<file path="config.mk">
export PLATFORM = sky130hd
export DESIGN_NAME = adder_share_arbiter
export DESIGN_NICKNAME = d
export VERILOG_FILES = /design/src/rtl/adder_share_arbiter.sv
export SDC_FILE = /design/constraint.sdc
export NUM_CORES = 1
export LEC_CHECK = 0
export ABC_AREA = 1
export BUFFER_PORTS_ARGS = -buffer_cell sky130_fd_sc_hd__buf_2
export CAP_MARGIN = 25
export CORE_AREA = 2 2 131 133
export CTS_CLUSTER_DIAMETER = 50
export DETAILED_ROUTE_END_ITERATION = 8
export DIE_AREA = 0 0 133 135
export GPL_TIMING_DRIVEN = 0
export HOLD_SLACK_MARGIN = 0.1
export SLEW_MARGIN = 10
export SYNTH_ARGS = -nofsm -noshare
export SYNTH_HDL_FRONTEND = slang
export SYNTH_SLANG_ARGS = --single-unit
export TNS_END_PERCENT = 30
</file>
<file path="constraint.sdc">
create_clock -name clk -period 2.35 [get_ports clk]
set_clock_uncertainty 0.05 [all_clocks]
set_input_delay 0.235 -clock clk [delete_from_list [all_inputs] [get_ports clk]]
set_output_delay 0.235 -clock clk [all_outputs]
set_load 0.01 [all_outputs]
</file>
<file path="src/rtl/adder_share_arbiter.sv">
`default_nettype none
// ============================================================================
// adder_share_arbiter: round-robin time-sharing of one external 32-bit adder
// among N_REQ requesters, with a one-entry registered response buffer.
// Revision: 1.0
// ============================================================================
module adder_share_arbiter #(
  parameter int N_REQ = 3
) (
  input  logic                 clk,
  input  logic                 rst,
  input  logic [N_REQ-1:0]     req_valid_i,
  input  logic [32*N_REQ-1:0]  req_a_i,
  input  logic [32*N_REQ-1:0]  req_b_i,
  input  logic [N_REQ-1:0]     req_cin_i,
  output logic [N_REQ-1:0]     req_ready_o,
  output logic [31:0]          add_a_o,
  output logic [31:0]          add_b_o,
  output logic                 add_cin_o,
  input  logic [31:0]          add_sum_i,
  input  logic                 add_cout_i,
  output logic                 rsp_valid_o,
  output logic [1:0]           rsp_id_o,
  output logic [31:0]          rsp_sum_o,
  output logic                 rsp_cout_o,
  output logic                 rsp_ovf_o,
  input  logic                 rsp_ready_i
);

  localparam logic [2:0] c_N_REQ = 3'(N_REQ);

  logic [1:0]  rr_ptr_q,    rr_ptr_d;
  logic        rsp_valid_q, rsp_valid_d;
  logic [1:0]  rsp_id_q,    rsp_id_d;
  logic [31:0] rsp_sum_q,   rsp_sum_d;
  logic        rsp_cout_q,  rsp_cout_d;
  logic        rsp_ovf_q,   rsp_ovf_d;

  logic        w_can_accept;
  logic [3:0]  w_valid_ext;
  logic [2:0]  w_cand;
  logic        w_gnt_vld;
  logic [1:0]  w_gnt_idx;
  logic        w_ovf;

  assign w_can_accept = !rsp_valid_q || rsp_ready_i;
  assign w_valid_ext  = 4'(req_valid_i);

  // Scan from rr_ptr upward, wrapping at N_REQ; the first valid requester wins.
  always_comb begin
    w_gnt_vld = 1'b0;
    w_gnt_idx = 2'd0;
    w_cand    = 3'd0;
    for (int k = 0; k < N_REQ; k++) begin
      w_cand = 3'(rr_ptr_q) + 3'(k);
      if (w_cand >= c_N_REQ) begin
        w_cand = w_cand - c_N_REQ;
      end
      if (!w_gnt_vld && !rst && w_can_accept && w_valid_ext[w_cand[1:0]]) begin
        w_gnt_vld = 1'b1;
        w_gnt_idx = w_cand[1:0];
      end
    end
  end

  always_comb begin
    req_ready_o = '0;
    add_a_o     = 32'd0;
    add_b_o     = 32'd0;
    add_cin_o   = 1'b0;
    for (int i = 0; i < N_REQ; i++) begin
      if (w_gnt_vld && (w_gnt_idx == 2'(i))) begin
        req_ready_o[i] = 1'b1;
        add_a_o        = req_a_i[32*i +: 32];
        add_b_o        = req_b_i[32*i +: 32];
        add_cin_o      = req_cin_i[i];
      end
    end
  end

  assign w_ovf = (add_a_o[31] == add_b_o[31]) && (add_sum_i[31] != add_a_o[31]);

  always_comb begin
    rr_ptr_d    = rr_ptr_q;
    rsp_valid_d = rsp_valid_q;
    rsp_id_d    = rsp_id_q;
    rsp_sum_d   = rsp_sum_q;
    rsp_cout_d  = rsp_cout_q;
    rsp_ovf_d   = rsp_ovf_q;
    if (w_gnt_vld) begin
      // A grant only happens when the buffer is empty or draining, so the
      // new result may overwrite in place without a bubble.
      rsp_valid_d = 1'b1;
      rsp_id_d    = w_gnt_idx;
      rsp_sum_d   = add_sum_i;
      rsp_cout_d  = add_cout_i;
      rsp_ovf_d   = w_ovf;
      rr_ptr_d    = (3'(w_gnt_idx) == c_N_REQ - 3'd1) ? 2'd0 : w_gnt_idx + 2'd1;
    end else if (rsp_valid_q && rsp_ready_i) begin
      rsp_valid_d = 1'b0;
    end
  end

  always_ff @(posedge clk) begin
    if (rst) begin
      rr_ptr_q    <= 2'd0;
      rsp_valid_q <= 1'b0;
      rsp_id_q    <= 2'd0;
      rsp_sum_q   <= 32'd0;
      rsp_cout_q  <= 1'b0;
      rsp_ovf_q   <= 1'b0;
    end else begin
      rr_ptr_q    <= rr_ptr_d;
      rsp_valid_q <= rsp_valid_d;
      rsp_id_q    <= rsp_id_d;
      rsp_sum_q   <= rsp_sum_d;
      rsp_cout_q  <= rsp_cout_d;
      rsp_ovf_q   <= rsp_ovf_d;
    end
  end

  assign rsp_valid_o = rsp_valid_q;
  assign rsp_id_o    = rsp_id_q;
  assign rsp_sum_o   = rsp_sum_q;
  assign rsp_cout_o  = rsp_cout_q;
  assign rsp_ovf_o   = rsp_ovf_q;

endmodule
`default_nettype wire

</file>
==> flow_metrics.tcl, run 1 <==
set metrics [dict create \
    status "finished with violations" \
    violations "setup timing" \
    drive_above_1_share_pct 56.1 \
    start_kind "flip-flop" \
    start_util_pct 17.5 \
    die_h_um 135 \
    cts-root-buf "clkbuf_16" \
    synthCells 516 \
    numCtsBuffers 5 \
    grt_setup_unrepaired "true" \
    min_period_ns 2.69 \
    yosys-top-cells-area "nand2_1 (29%), dfxtp_1 (27%), nand3_1 (14%)" \
    cp.arrival_ns 2.40 \
    worstSkewPairLatency_ns 0.28 \
    ir_drop_mv 0.728 \
    grt_pass1_vias 4590 \
    cts_tree "yes" \
    grt_use_total_pct 16.8 \
    cp_max_fo 10 \
    instances_no_fill 1104 \
    synth-edff-count 0 \
    grt_first_pass_wirelength_um 24000 \
    critPathCaptureType "output pin" \
    final.setup.tns_ns -19.44 \
    critPathKind "reg2out" \
    wl_per_cell_um 15.3 \
    cts_max_level 2 \
    swShare_pct 48.6 \
    yosysTopAreaCellShare_pct 28.5 \
    power_density_nw_per_um2 1450 \
    antenna_found_initial 1 \
    die_area_sq_um 18000 \
    finalSetupViolCount 68 \
    fin_ws_ns -0.337 \
    power_frac_clock_pct 7.6 \
    io_buffers 338 \
    ant_nets 0 \
    dp_hpwl_um 12800 \
    cts.path.max_buffers 2 \
    yosys_register_bits 39 \
    required_ns 2.07 \
    fmax_mhz 372 \
    fin_area_sq_um 6030 \
    pwr-share-seq_pct 12.5 \
    netlist_area_sq_um 2870 \
    avgSynthCellArea_sq_um 5.56 \
    finalPower_mw 8.73 \
    switchingPower_mw 4.24 \
    yosys_warnings 0 \
    yosysSeqAreaShare_pct 27.2 \
    syn_nets 753 \
    fin_crit_sh_pct 114 \
    dp.cells 1074 \
    gp_congestion 0.810 \
    grt-ovfl-total 0 \
    drtIter0Drc 214 \
    core_region_area_sq_um 16400 \
    pin_count 339 \
    maxSlewViolCount 0 \
    p_comb_share_pct 80.0 \
    routed_wl_um 16900 \
    drtPass1Iterations 4 \
    synthToLayoutAreaGrowth_pct 111 \
    p_int_mw 4.49 \
    routed_via_density 4.33 \
    numClockSinks 39 \
    slew_headroom_pct 71.1 \
    via_count 4780 \
    place_ws_ns -0.494 \
    nets 1120 \
    hold_buffers 0 \
    placementRows 47 \
    max_cap_viol_count 0 \
    clkTransAtPathRegs_ns 0.06 \
    hp-class "in2reg" \
    yosysTopAreaCell "nand2_1" \
    post_dp_cell_area_sq_um 4830 \
    die_w_um 133 \
    netlist-cell-type-count 22 \
    leakage_nw 3.45 \
    drc 0 \
    grt_max_degree 12 \
    hold_viol 0 \
    synth_top_flop_cell "dfxtp_1" \
    worstMarginPinSlew_ns 0.433 \
    synthArstFlopShare_pct 0 \
]
final timing paths:
kind	from	end	slack (ns)	depth (start not counted)
hold reg to reg	rsp_id_o[1]	rsp_id_o[1]	0.42	2
setup reg to reg	rr_ptr_q[0]	rsp_ovf_o	0.07	15
hold / removal	add_sum_i[7]	rsp_sum_o[7]	0.12	3
setup / recovery	rr_ptr_q[0]	add_b_o[30]	-0.34	13
placed cells by master, fill, tap and decap left out, types with 2 or more instances in the layout:
cell type  instances
buf_2            312
nand2_1          175
nor2_1            67
nand3_1           44
buf_6             38
dfxtp_1           37
nand3_2           32
o21ai_0           25
nand2_4           23
nand2_2           22
buf_4             20
o21ai_1           13
inv_1              8
nand4_1            7
clkbuf_16          7
buf_8              6
inv_2              5
buf_12             5
a21oi_1            5
inv_4              4
clkbuf_1           4
nor2_4             3
nand3_4            3
a21oi_2            2
ha_4               2
dfxtp_4            2
critical path, cell delays in order, from the launching register on:
cell	delay [ns]
dfxtp_4	0.38
inv_4	0.04
ha_4	0.28
o21ai_1	0.21
nand2_2	0.09
nand3_2	0.09
nor2_2	0.06
nor2_4	0.24
inv_4	0.08
buf_12	0.15
buf_12	0.15
nand2_1	0.11
nand3_4	0.08
buf_6	0.13
layer usage:
metal  share of wire (%)  vias to the layer above  GRT usage [%]  wire length [um]
met4                 2.1                        0           4.78               363
li1                    -                     2383              -                 -
met5                   0                        -              0                 0
met1                  40                     2143           19.8              6830
met3                 7.9                       28           3.72              1340
met2                  50                      226           30.7              8380
timing repair:
action                                  CTS  global route
endpoints found under the setup margin   68            79
gates resized for setup                 139            75
pin swaps                                11            10
cloned                                    4             3
setup buffers                            12             6
sequential cells by signal, summed over array words and instances (netlist names):
signal / count
rsp_sum_o: 32
rsp_id_o: 2
rsp_cout_o: 1
rsp_ovf_o: 1
rsp_valid_o: 1
rr_ptr_q: 2
Yosys cell counts (3+ instances only):
cell,count
inv_2,5
nor2_1,69
inv_1,12
nand2_1,218
o21ai_0,26
dfxtp_1,39
buf_2,16
buf_4,8
nand4_1,7
nand2_2,3
o21ai_1,12
clkbuf_1,5
nand3_1,79
a21oi_1,5
ha_1,3
through the flow:
stage	utilization, %	hold WS, ns
6_report	36.8	0.121
3_5_place_dp	29.5	0.409
3_3_place_gp	29.5	0.404
4_1_cts	34.8	0.119
2_1_floorplan	-	0.254
5_1_grt	36.8	0.131
final cells by class:
cell class	instances	area, sq um
antenna	1	2.50
buffer	30	314
clock buffer	6	139
clock inverter	1	5.00
fill	1746	10400
inverter	18	90.1
multi-input combinational	429	2310
sequential	39	788
tap	220	275
timing repair buffer	358	2090
timing repair inverter	2	20.0
cells by family (layout without fill, tap and decap cells):
logic type	Yosys count	count (layout)	synth area share, %
compound gates	45	45	8.12
fa+ha+maj	3	3	1.31
buf+inv	48	415	8.38
flops	39	39	27.2
other cells	0	1	0
simple gates	381	381	55.0
power groups by stage:
stage | logic [mW] | clock network [mW] | registers (mW)
2_1_floorplan | 2.66 | 0 | 1.18
3_3_place_gp | 4.89 | 0 | 1.07
3_5_place_dp | 4.90 | 0 | 1.07
4_1_cts | 6.47 | 0.678 | 1.08
5_1_grt | 7.54 | 0.700 | 1.12
6_report | 6.98 | 0.661 | 1.09
Power figures use the tool's default switching activity.
==> inputs of run 2 (changes only) <==
==> constraint.sdc (replaced) <==
create_clock -name clk -period 2.35 [get_ports clk]
set_clock_uncertainty 0.05 [all_clocks]
set_input_delay 0 -clock clk [delete_from_list [all_inputs] [get_ports clk]]
set_output_delay 0 -clock clk [all_outputs]
set_load 0.01 [all_outputs]
==> run 2 against run 1 <==
Net effect: the run still ends with setup timing left; worst setup slack improved by 0.22 ns; core utilization increased by 2.2 points; cell area increased by 6.0%; wire length increased by 3.4%; critical path depth increased by 2; total power increased by 1.6%; sequential share of layout area decreased by 0.74 points; worst hold slack improved by 0.030 ns; clock power increased by 2%; first-iteration DRC count decreased by 30%; global-route usage increased by 0.56 points.
==> flow_metrics.tcl, run 2 (synthesis results as in run 1) <==
set metrics [dict create \
    swShare_pct 48.5 \
    drive_above_1_share_pct 54.0 \
    power_density_nw_per_um2 1390 \
    register_area_sq_um 788 \
    cts-root-buf "clkbuf_16" \
    max_cap_viol_count 0 \
    nFillCells 1709 \
    fin_ws_ns -0.119 \
    worstMarginPinSlew_ns 0.447 \
    drc 0 \
    fmax_mhz 405 \
    cts_max_level 2 \
    drtIter0Drc 149 \
    dp_hpwl_um 12800 \
    fin_crit_sh_pct 105 \
    finalSetupViolCount 62 \
    reg2reg_depth 15 \
    pin_count 339 \
    hp-class "in2reg" \
    routed_via_density 4.35 \
    critPathKind "reg2out" \
    die_h_um 135 \
    placementRows 47 \
    finalPower_mw 8.87 \
    gp_congestion 0.810 \
    required_ns 2.30 \
    hold_depth 6 \
    cp.arrival_ns 2.42 \
    drtPass1Iterations 4 \
    grt_util_met1_pct 20.1 \
    routed_wl_um 17500 \
    cts_tree "yes" \
    grt_pass1_vias 4804 \
    start_util_pct 17.5 \
    die_w_um 133 \
    leakage_nw 3.60 \
    pwr-share-seq_pct 12.3 \
    cp_cell_sequence "inv_4, ha_4, inv_4, nand3_1, nand2_2, nand4_1, nand2_2, inv_4, nor2_4, nand2_8, inv_8, buf_6, nand2_1, nand3_1, buf_2" \
    cts.path.max_buffers 2 \
    cp_max_fo 10 \
    final_cell_mix "buf_2 (310), nand2_1 (175), nor2_1 (67)" \
    crit_slowest_cell "dfxtp_4" \
    worstSetupPathDepth 15 \
    ant_nets 0 \
    p_int_mw 4.57 \
    io_buffers 338 \
    largest_reg_flops 32 \
    status "finished with violations" \
    place_ws_ns -0.259 \
    fin_area_sq_um 6400 \
    antenna_found_initial 1 \
    met2_usage_pct 32.4 \
    synthToLayoutAreaGrowth_pct 123 \
    cp_top_family "simple AND/OR/NAND/NOR gates" \
    violations "setup timing" \
    final_common_cell "buf_2" \
    post_dp_cell_area_sq_um 4830 \
    power_frac_clock_pct 7.6 \
    min_period_ns 2.47 \
    core_region_area_sq_um 16400 \
    cpPeakStageDelay_ns 0.38 \
    gr-usage-met3_pct 3.53 \
    hold_viol 0 \
    instances_no_fill 1139 \
    wl_per_cell_um 15.4 \
    grt_setup_unrepaired "true" \
    die_area_sq_um 18000 \
    grt_max_degree 12 \
    slew_headroom_pct 70.2 \
    dp.cells 1074 \
    switchingPower_mw 4.30 \
    numCtsBuffers 5 \
    start_kind "flip-flop" \
    ir_drop_mv 0.633 \
    grt-ovfl-total 0 \
    clkTransAtPathRegs_ns 0.06 \
    hold_ws_ns 0.151 \
    path_buf_inv 6 \
    grt_first_pass_wirelength_um 24900 \
    multi_input_area_sq_um 2310 \
    numClockSinks 39 \
    via_count 4955 \
    crit_top_cell "inv_4" \
    grt_use_total_pct 17.4 \
    critPathCaptureType "output pin" \
    maxSlewViolCount 0 \
    worstSkewPairLatency_ns 0.28 \
    nets 1155 \
    grt.busiest_layer "met2" \
    p_comb_share_pct 80.1 \
]
-- run 2: cell types whose count changed in the layout (fill, tap and decap cells not counted), moves of 2 or more --
cell and change:
buf_2 -2, buf_6 +3, dlygate4sd3_1 +35, nand2_2 +2, nand2_4 -2
-- run 2: final cells by class --
type	count	share of cell area [%]
timing repair buffer	393	38.4
multi-input combinational	429	36.1
sequential	39	12.3
buffer	30	4.85
tap	220	4.30
clock buffer	6	2.17
inverter	18	1.41
timing repair inverter	2	0.352
clock inverter	1	0.0782
antenna	1	0.0391
-- run 2: path summary, 6_finish.rpt --
kind,startpoint,to,slack [ns]
worst max-delay path,rr_ptr_q[0],add_a_o[5],-0.12
worst min-delay path,req_b_i[95],rsp_ovf_o,0.15
worst max register to register,rr_ptr_q[0],rsp_ovf_o,0.06
worst min register to register,rsp_id_o[1],rsp_id_o[1],0.42
-- run 2: through the flow --
step | setup TNS [ns] | utilization, %
finish | -4.02 | 39.0
global route | -10.35 | 39.0
CTS | -2.22 | 36.7
detailed placement | -6.04 | 29.5
global placement | -6.03 | 29.5
floorplan | 0 | -
-- run 2: routing by layer --
metal | vias up | share of wire [%]
met4 | 0 | 2.1
met1 | 2257 | 40
li1 | 2449 | -
met2 | 225 | 51
met3 | 24 | 6.9
met5 | - | 0
-- run 2: worst min-delay path, delay by kind of cell --
kind / cells / cell delay (ns)
compound gates: 1 / 0.06
buf+inv: 1 / 0.08
simple gates: 4 / 0.30
-- run 2: repair_timing --
item,CTS,global route
endpoints found under the hold margin,38,0
resized for setup,134,81
cloned,4,3
setup buffers,12,5
setup endpoints to repair,68,80
pin swaps,10,10
hold buffers,35,0
-- run 2: power groups by stage --
stage / sequential [mW] / combinational, mW / clock, mW
after floorplan: 1.18 / 2.66 / 0
after global placement: 1.07 / 4.89 / 0
after detailed placement: 1.07 / 4.90 / 0
after CTS: 1.08 / 6.45 / 0.678
after global routing: 1.12 / 7.66 / 0.706
final: 1.09 / 7.10 / 0.675
==> inputs of run 3 (changes only) <==
--- a/config.mk
+++ b/config.mk
@@ -14,6 +14,7 @@
 export DIE_AREA = 0 0 133 135
 export GPL_TIMING_DRIVEN = 0
 export HOLD_SLACK_MARGIN = 0.1
+export PLACE_DENSITY = 0.59
 export SLEW_MARGIN = 10
 export SYNTH_ARGS = -nofsm -noshare
 export SYNTH_HDL_FRONTEND = slang
==> run 3 against run 2 <==
Net effect: the flow still finishes with violations (setup timing); combinational power is 11% lower; cell area is 5.8% lower; count of clock-buffer cells in the layout did not move; worst hold slack lost 0.046 ns; total power fell by 7.4%; global-route usage fell by 0.74 points; clock power up 17%; sequential share of layout area up 0.76 points; register-to-register slack improved by 0.09 ns; critical path type unchanged; critical endpoint is now add_b_o[26]; largest power group unchanged.
==> flow_metrics.tcl, run 3 (synthesis results as in run 1) <==
set metrics [dict create \
    status "finished with violations" \
    violations "setup timing" \
    placementRows 47 \
    largest_reg_flops 32 \
    critPathCaptureType "output pin" \
    dr.max_layer_used "met4" \
    n_antenna_cell 0 \
    p_comb_share_pct 77.2 \
    cp_top_family "simple AND/OR/NAND/NOR gates" \
    start_kind "flip-flop" \
    grt_use_total_pct 16.7 \
    wl_met3_um 1530 \
    power_frac_clock_pct 9.6 \
    fin_ws_ns -0.0659 \
    hold_viol 0 \
    final_cell_mix "buf_2 (332), nand2_1 (198), nor2_1 (67)" \
    instances_no_fill 1140 \
    pwr-share-seq_pct 13.2 \
    critPathKind "reg2out" \
    leakage_nw 3.36 \
    hp-class "in2reg" \
    finalSetupViolCount 60 \
    routed_via_density 4.28 \
    io_buffers 338 \
    required_ns 2.30 \
    cts_max_level 2 \
    cp_max_fo 5 \
    crit_slowest_cell "dfxtp_4" \
    met1_length_um 6470 \
    start_util_pct 17.5 \
    numCtsBuffers 5 \
    die_h_um 135 \
    numClockSinks 39 \
    cp.arrival_ns 2.37 \
    cpPeakStageDelay_ns 0.36 \
    switchingPower_mw 3.95 \
    grt_setup_unrepaired "true" \
    wl_per_cell_um 14.5 \
    drive_above_1_share_pct 49.2 \
    core_region_area_sq_um 16400 \
    clkTransAtPathRegs_ns 0.06 \
    dp_hpwl_um 12500 \
    grt_first_pass_wirelength_um 23700 \
    grt-ovfl-total 0 \
    antenna_found_initial 0 \
    die_area_sq_um 18000 \
    cp_cell_sequence "buf_4, ha_4, inv_2, nand3_1, nand2_2, o21ai_1, nand2_2, clkinv_4, nor2_4, nand2_8, inv_12, buf_12, nand2_4, nand3_4, buf_6" \
    min_period_ns 2.42 \
    fin_area_sq_um 6030 \
    slew_headroom_pct 72.9 \
    met2WireLength_um 8370 \
    pin_count 339 \
    dp.cells 1074 \
    maxSlewViolCount 0 \
    die_w_um 133 \
    fin_crit_sh_pct 103 \
    fmax_mhz 414 \
    swShare_pct 48.0 \
    cts-root-buf "clkbuf_16" \
    drtPass1Iterations 5 \
    worstSkewPairLatency_ns 0.28 \
    synthToLayoutAreaGrowth_pct 110 \
    grt_pass1_vias 4486 \
    max_cap_viol_count 0 \
    cts_tree "yes" \
    path_buf_inv 6 \
    final_common_cell "buf_2" \
    grt_max_degree 13 \
    cts.path.max_buffers 2 \
    routed_wl_um 16600 \
    power_density_nw_per_um2 1360 \
    nets 1156 \
    nFillCells 1764 \
    worstMarginPinSlew_ns 0.406 \
    post_dp_cell_area_sq_um 4830 \
    p_int_mw 4.27 \
    ir_drop_mv 0.819 \
    gp_congestion 0.833 \
    crit_top_cell "nand2_2" \
    worstSetupPathDepth 15 \
    via_count 4880 \
    reg2reg_depth 15 \
    drtIter0Drc 214 \
    ant_nets 0 \
    hold_depth 6 \
    drc 0 \
]
## run 3: final timing paths
kind,startpoint,endpoint,slack (ns)
worst min register to register,rsp_id_o[1],rsp_id_o[1],0.42
worst min-delay path,req_b_i[95],rsp_ovf_o,0.11
worst max-delay path,rr_ptr_q[0],add_b_o[26],-0.07
worst max register to register,rr_ptr_q[0],rsp_ovf_o,0.15
## run 3: layout make-up
type / count / area [sq um] / area share [%]
Clock buffer: 6 / 139 / 2.30
Timing Repair Buffer: 394 / 2340 / 38.8
Buffer: 30 / 284 / 4.71
Multi-Input combinational cell: 429 / 2060 / 34.1
Timing Repair inverter: 2 / 17.5 / 0.291
Tap cell: 220 / 275 / 4.57
Inverter: 18 / 90.1 / 1.50
Sequential cell: 39 / 788 / 13.1
Clock inverter: 2 / 35.0 / 0.581
## run 3: power groups by stage
stage	clock, mW	combinational [mW]	sequential (mW)
global route	0.831	6.93	1.12
CTS	0.806	6.00	1.08
global placement	0	4.87	1.07
floorplan	0	2.66	1.18
detailed placement	0	4.88	1.07
finish	0.790	6.34	1.09
## run 3: repair_timing
item,in CTS,in global routing
endpoints found under the setup margin,66,77
hold endpoints to repair,38,0
buffers inserted,10,7
gates resized for setup,97,24
cloned,3,3
hold buffers,35,0
pin swaps,9,10
## run 3: per-stage QoR
| stage | util (%) | setup TNS, ns | worst slack [ns] | hold slack [ns] | total power [mW] |
|---|---|---|---|---|---|
| floorplan | - | 0 | 0.362 | 0.0191 | 3.85 |
| global placement | 29.5 | -5.02 | -0.267 | 0.173 | 5.94 |
| detailed placement | 29.5 | -4.48 | -0.258 | 0.178 | 5.94 |
| CTS | 35.7 | -1.70 | -0.0586 | 0.111 | 7.89 |
| global route | 36.7 | -11.67 | -0.229 | 0.178 | 8.88 |
| finish | 36.7 | -2.12 | -0.0659 | 0.105 | 8.22 |
## run 3: worst register-to-register path: stages, from the launching register on
cell and delay (ns):
dfxtp_4 0.37, inv_4 0.04, ha_4 0.31, inv_4 0.05, nand2_2 0.04, nand3_1 0.05
nand2_1 0.08, nand3_1 0.13, nor2_2 0.20, nor2_4 0.08, buf_4 0.16, or2_2 0.27
nand3_1 0.08, nand2_1 0.05, nand2_1 0.08, a21oi_2 0.05
## run 3: routing by layer
layer / GRT usage [%] / up-vias
met5: 0 / -
met1: 19.2 / 2179
li1: - / 2458
met2: 30.7 / 227
met4: 3.05 / 0
met3: 4.99 / 16
